==> src/rtl/lane_serializer_pkg.sv <==
// Shared constants and FSM state type for the lane serializer.
//   LaneCnt  : lanes per input word (fixed by the 4-bit mux select)
//   LaneIdxW : width of a lane index / mux select
//   state_e  : serializer FSM states
package lane_serializer_pkg;

  localparam int unsigned LaneCnt  = 16;
  localparam int unsigned LaneIdxW = 4;

  typedef enum logic {
    StIdle  = 1'b0,
    StShift = 1'b1
  } state_e;

endpackage

==> src/rtl/lane_serializer_mux.sv <==
// 16-to-1 lane select mux feeding the neuron/synapse datapath.
//   lanes_i : 16 packed lanes, lane k at [k*BIT_WIDTH +: BIT_WIDTH]
//   sel_i   : lane select
//   data_o  : selected lane
module lane_serializer_mux
  import lane_serializer_pkg::*;
#(
  parameter int unsigned BIT_WIDTH = 16
) (
  input  logic [LaneCnt*BIT_WIDTH-1:0] lanes_i,
  input  logic [LaneIdxW-1:0]          sel_i,
  output logic [BIT_WIDTH-1:0]         data_o
);

  assign data_o = lanes_i[sel_i*BIT_WIDTH +: BIT_WIDTH];

endmodule

==> src/rtl/lane_serializer.sv <==
// Lane serializer: accepts one 16-lane word per valid/ready handshake and emits one lane per
// cycle on a valid/ready output stream, optionally skipping all-zero lanes.
//   i_clk, i_rst              : clock, asynchronous active-high reset
//   i_in_valid/o_in_ready     : input word handshake
//   i_in_data                 : 16 lanes of BIT_WIDTH bits, lane k at [k*BIT_WIDTH +: BIT_WIDTH]
//   i_skip_zero               : sampled with the word; suppress lanes equal to zero
//   o_out_valid/i_out_ready   : output element handshake
//   o_out_data, o_out_idx     : selected lane value and its index
//   o_out_last                : final element of the current word
//   o_drop                    : one-cycle pulse when an all-zero skip word was discarded
module lane_serializer
  import lane_serializer_pkg::*;
#(
  parameter int unsigned BIT_WIDTH = 16,
  parameter int unsigned NUM_LANES = 16  // must equal LaneCnt
) (
  input  logic                           i_clk,
  input  logic                           i_rst,
  input  logic                           i_in_valid,
  output logic                           o_in_ready,
  input  logic [NUM_LANES*BIT_WIDTH-1:0] i_in_data,
  input  logic                           i_skip_zero,
  output logic                           o_out_valid,
  input  logic                           i_out_ready,
  output logic [BIT_WIDTH-1:0]           o_out_data,
  output logic [LaneIdxW-1:0]            o_out_idx,
  output logic                           o_out_last,
  output logic                           o_drop
);

  localparam int unsigned WordW = NUM_LANES * BIT_WIDTH;

  // Lowest set bit of m at or above position from; 0 when none.
  function automatic logic [LaneIdxW-1:0] first_set(logic [LaneCnt-1:0] m, int from);
    logic [LaneIdxW-1:0] res;
    res = '0;
    for (int i = LaneCnt - 1; i >= 0; i--) begin
      if (m[i] && (i >= from)) res = i[LaneIdxW-1:0];
    end
    return res;
  endfunction

  function automatic logic has_higher(logic [LaneCnt-1:0] m, logic [LaneIdxW-1:0] idx);
    logic res;
    res = 1'b0;
    for (int i = 0; i < LaneCnt; i++) begin
      if (m[i] && (i > int'(idx))) res = 1'b1;
    end
    return res;
  endfunction

  state_e              state_q, state_d;
  logic [WordW-1:0]    word_q, word_d;
  logic [LaneCnt-1:0]  mask_q, mask_d;
  logic [LaneIdxW-1:0] idx_q, idx_d;
  logic                drop_q, drop_d;

  logic [LaneCnt-1:0]  mask_new;
  logic                last;
  logic                load;
  logic                xfer;

  always_comb begin
    for (int k = 0; k < LaneCnt; k++) begin
      mask_new[k] = !i_skip_zero || (i_in_data[k*BIT_WIDTH +: BIT_WIDTH] != '0);
    end

    last       = (state_q == StShift) && !has_higher(mask_q, idx_q);
    // Ready drops while reset is held so no word can be lost to a reset-held load.
    o_in_ready = !i_rst && ((state_q == StIdle) || (last && i_out_ready));
    load       = i_in_valid && o_in_ready;
    xfer       = (state_q == StShift) && i_out_ready;

    state_d = state_q;
    word_d  = word_q;
    mask_d  = mask_q;
    idx_d   = idx_q;
    drop_d  = 1'b0;

    // A load in SHIFT only happens alongside the last beat, so it takes priority over xfer.
    if (load) begin
      word_d = i_in_data;
      mask_d = mask_new;
      if (mask_new == '0) begin
        state_d = StIdle;
        idx_d   = '0;
        drop_d  = 1'b1;
      end else begin
        state_d = StShift;
        idx_d   = first_set(mask_new, 0);
      end
    end else if (xfer) begin
      mask_d[idx_q] = 1'b0;
      if (last) begin
        state_d = StIdle;
      end else begin
        idx_d = first_set(mask_q, int'(idx_q) + 1);
      end
    end
  end

  always_ff @(posedge i_clk or posedge i_rst) begin
    if (i_rst) begin
      state_q <= StIdle;
      word_q  <= '0;
      mask_q  <= '0;
      idx_q   <= '0;
      drop_q  <= 1'b0;
    end else begin
      state_q <= state_d;
      word_q  <= word_d;
      mask_q  <= mask_d;
      idx_q   <= idx_d;
      drop_q  <= drop_d;
    end
  end

  lane_serializer_mux #(
    .BIT_WIDTH(BIT_WIDTH)
  ) u_mux (
    .lanes_i(word_q),
    .sel_i  (idx_q),
    .data_o (o_out_data)
  );

  assign o_out_valid = (state_q == StShift);
  assign o_out_idx   = idx_q;
  assign o_out_last  = last;
  assign o_drop      = drop_q;

endmodule

==> config.mk <==
export PLATFORM = sky130hd
export DESIGN_NAME = lane_serializer
export DESIGN_NICKNAME = d
export VERILOG_FILES = /design/src/rtl/lane_serializer_pkg.sv /design/src/rtl/lane_serializer_mux.sv /design/src/rtl/lane_serializer.sv
export SDC_FILE = /design/constraint.sdc
export NUM_CORES = 1
export LEC_CHECK = 0
export BUFFER_PORTS_ARGS = -buffer_cell sky130_fd_sc_hd__buf_2
export CORE_UTILIZATION = 50
export CTS_CLUSTER_DIAMETER = 200
export DETAILED_ROUTE_END_ITERATION = 10
export GPL_ROUTABILITY_DRIVEN = 0
export GPL_TIMING_DRIVEN = 0
export PLACE_DENSITY_LB_ADDON = 0.2
export SETUP_SLACK_MARGIN = 0.2
export SYNTH_ARGS = -nofsm -noshare
export SYNTH_HDL_FRONTEND = slang
export SYNTH_SLANG_ARGS = --single-unit
==> constraint.sdc <==
create_clock -name i_clk -period 8.15 [get_ports i_clk]
set_input_delay 1.2225 -clock i_clk [delete_from_list [all_inputs] [get_ports i_clk]]
set_output_delay 1.2225 -clock i_clk [all_outputs]
set_load 0.01 [all_outputs]
==> flow_metrics.tcl <==
set metrics [dict create \
    synth.area.top_cells "dfrtp_1, mux2_1, mux4_2" \
    p_leak_nw 7.38 \
    start_util_pct 51.5 \
    yosysSeqAreaShare_pct 49.7 \
    grt.total_usage_pct 31.5 \
    syn_inst 985 \
    rrSetupSlack_ns 2.28 \
    cp_max_fo 10 \
    vias 10600 \
    die_h_um 169 \
    drv_slew 0 \
    tritoncts "built" \
    finalHoldViolCount 0 \
    htreeDepth 1 \
    rsz0062_at_grt "false" \
    grt_overflow 0 \
    cell_internal_pwr_mw 4.39 \
    detail_route.wirelength_mm 44.3 \
    setup_ws_ns 2.06 \
    synthAdderAreaFrac_pct 0.447 \
    firstDrtPassIters 5 \
    hpwl_mm 34.9 \
    grt_pass1_vias 10700 \
    synth_xor_xnor_area_share_pct 0.125 \
    dp_slack_ns 2.36 \
    power.switching_mw 2.49 \
    worstSetupEndpointType "output port" \
    clk_path_buf_depth 3 \
    yosysUniqueCellTypes 61 \
    drv_cap 0 \
    synth_warnings 0 \
    synthTopCellsByCount "dfrtp_1, mux2_1, mux4_2" \
    synth_top_area_share_pct 49.7 \
    grt_pass1_wl_mm 65.9 \
    root_buffer "clkbuf_16" \
    startpoint "o_out_idx[0]$_DFFE_PP0P_" \
    seq_power_share_pct 36.6 \
    outcome "complete, no violations" \
    worstReg2RegStart "o_out_idx[0]$_DFFE_PP0P_" \
    synth_edf_count 0 \
    synth_ff_type "dfrtp_1" \
    design.die.area_um2 28600 \
    area_growth_pct 22.1 \
    io-pin-count 285 \
    clock-sinks 278 \
    endpoint "o_in_ready" \
    finalCriticalPeriod_ns 6.09 \
    io_buffers 283 \
    antenna_found_initial 8 \
    cts_resized 0 \
    peakVddDrop_mv 0.215 \
    syn_area_per_cell_um2 14.2 \
    crit_arrival_ns 4.87 \
    finalClockSkew_ns 0.0369 \
    r2r-end "mask_q[0]$_DFFE_PP0P_" \
    fp.dieW_um 169 \
    cellPowerDensity_nw_per_um2 403 \
    postRouteAntennaNets 0 \
    rows 60 \
    n_fill_cell 2143 \
    synth_compound_area_share_pct 5.03 \
    setup_violations 0 \
    comb_power_share_pct 42.5 \
    synth_mux_area_share_pct 33.6 \
    synth.cell_area_um2 14000 \
    async_reset_ff_share_pct 100 \
    seq_area_um2 6960 \
    dpl.cell_count 1647 \
    yosysMostFrequentCell "dfrtp_1" \
    synth_seq_cells 278 \
    fin_nets 1573 \
    pwr-share-clk_pct 20.8 \
    core_area_um2 27200 \
    via_per_inst 6.19 \
    switching_share_pct 36.2 \
    synth_top_family_by_area "multiplexers" \
    worst_r2r_path_depth 15 \
    max_freq_mhz 164 \
    multi_input_area_um2 6560 \
    numCtsBuffers 30 \
    period_share_pct 74.7 \
    timing.setup.tns_ns 0 \
    worstSetupStartpointType "flop" \
    holdBufCountCts 0 \
    critPathKind "flop to output port" \
    post_cts_buffers 0 \
    grt_max_degree 42 \
    worst_pin_slew_ns 1.30 \
    insertion_delay_ns 0.59 \
    synthSimpleGateAreaFrac_pct 7.72 \
    cp.required_ns 6.93 \
    fin_cells 1710 \
    drcViolationCount 0 \
    wire_per_inst_um 25.9 \
    slew_headroom_pct 12.3 \
    syn-num-nets 1251 \
    cts.clk_slew.worst_paths_ns 0.06 \
    final_util_pct 62.8 \
    hold_class "flop to flop" \
    yosysTopAreaCell "dfrtp_1" \
    drt-initial-drc-count 955 \
    drive_gt1_share_pct 36.5 \
]
==> layout by cell type, fill, tap and decap left out, types with 20 or more instances in the layout <==
cell         n
buf_2      288
buf_6       24
clkbuf_1    24
clkbuf_16   30
dfrtp_1    278
mux2_1     237
mux2_2      20
mux4_2      80
nand2_1     25
nand4_1     22
nor2_1      32
nor4_1      47
o21ai_0     29
==> layer usage <==
metal / wire (µm) / vias to the layer above / GRT usage [%] / share of wire (%)
met4: 1770 / 0 / 12.8 / 4.0
met2: 20400 / 581 / 49.5 / 46
met5: 0 / - / 0 / 0
met1: 18000 / 5397 / 42.0 / 41
met3: 4130 / 96 / 7.93 / 9.3
li1: - / 4505 / - / -
==> through the flow <==
step	total power [mW]	instance area (µm²)	hold slack [ns]
after floorplan	4.34	14000	0.459
after global placement	5.29	15900	0.469
after detailed placement	5.40	16000	0.476
after CTS	6.84	17000	0.490
after global routing	7.19	17100	0.503
final	6.88	17100	0.483
==> flip-flops by register name (all words and copies together), names as in the netlist <==
name	cells
mask_q	16
word_q	256
o_out_idx	4
o_out_valid	1
o_drop	1
==> power groups by stage <==
stage          Combinational [mW]  Clock [mW]  Sequential, mW
3_3_place_gp                 2.81           0            2.48
3_5_place_dp                 2.88           0            2.52
6_report                     2.93        1.43            2.52
2_1_floorplan                1.99           0            2.35
4_1_cts                      2.89        1.44            2.50
5_1_grt                      3.10        1.50            2.59
==> critical path, stage by stage (launching register included) <==
cell,delay [ns]
dfrtp_1,0.54
buf_2,0.27
buf_2,0.35
buf_1,0.85
clkbuf_1,0.56
inv_1,0.24
ha_1,0.34
or3b_1,0.22
a2111oi_2,0.09
o211ai_1,0.25
a211oi_2,0.13
a21boi_0,0.25
nor2_1,0.06
buf_2,0.14
==> layout make-up <==
class	instances	share of cell area [%]
Multi-Input combinational cell	634	38.4
Clock inverter	18	1.30
Timing Repair Buffer	290	9.12
Sequential cell	278	40.8
Tap cell	372	2.73
Buffer	61	2.48
Clock buffer	37	4.79
Antenna cell	8	0.117
Inverter	12	0.286
==> worst min path at each step <==
stage,depth (start not counted),slack (ns),end,startpoint
6_report,1,0.48,word_q[188]$_DFFE_PP0N_,word_q[188]$_DFFE_PP0N_
5_1_grt,1,0.50,word_q[164]$_DFFE_PP0N_,word_q[164]$_DFFE_PP0N_
4_1_cts,1,0.49,word_q[185]$_DFFE_PP0N_,word_q[185]$_DFFE_PP0N_
3_5_place_dp,1,0.48,word_q[216]$_DFFE_PP0N_,word_q[216]$_DFFE_PP0N_
3_3_place_gp,1,0.47,word_q[134]$_DFFE_PP0N_,word_q[134]$_DFFE_PP0N_
2_1_floorplan,1,0.46,word_q[100]$_DFFE_PP0N_,word_q[100]$_DFFE_PP0N_
==> cells by family (layout without fill, tap and decap cells) <==
logic type / after synthesis / after routing
other: 0 / 8
XOR/XNOR: 2 / 2
multiplexers: 337 / 337
AO/OA/AOI/OAI: 100 / 100
flip-flops: 278 / 278
adder cells (fa/ha/maj): 5 / 5
buffers and inverters: 73 / 418
AND/OR/NAND/NOR: 190 / 190
Note: power is estimated with default switching activity, not from simulation.
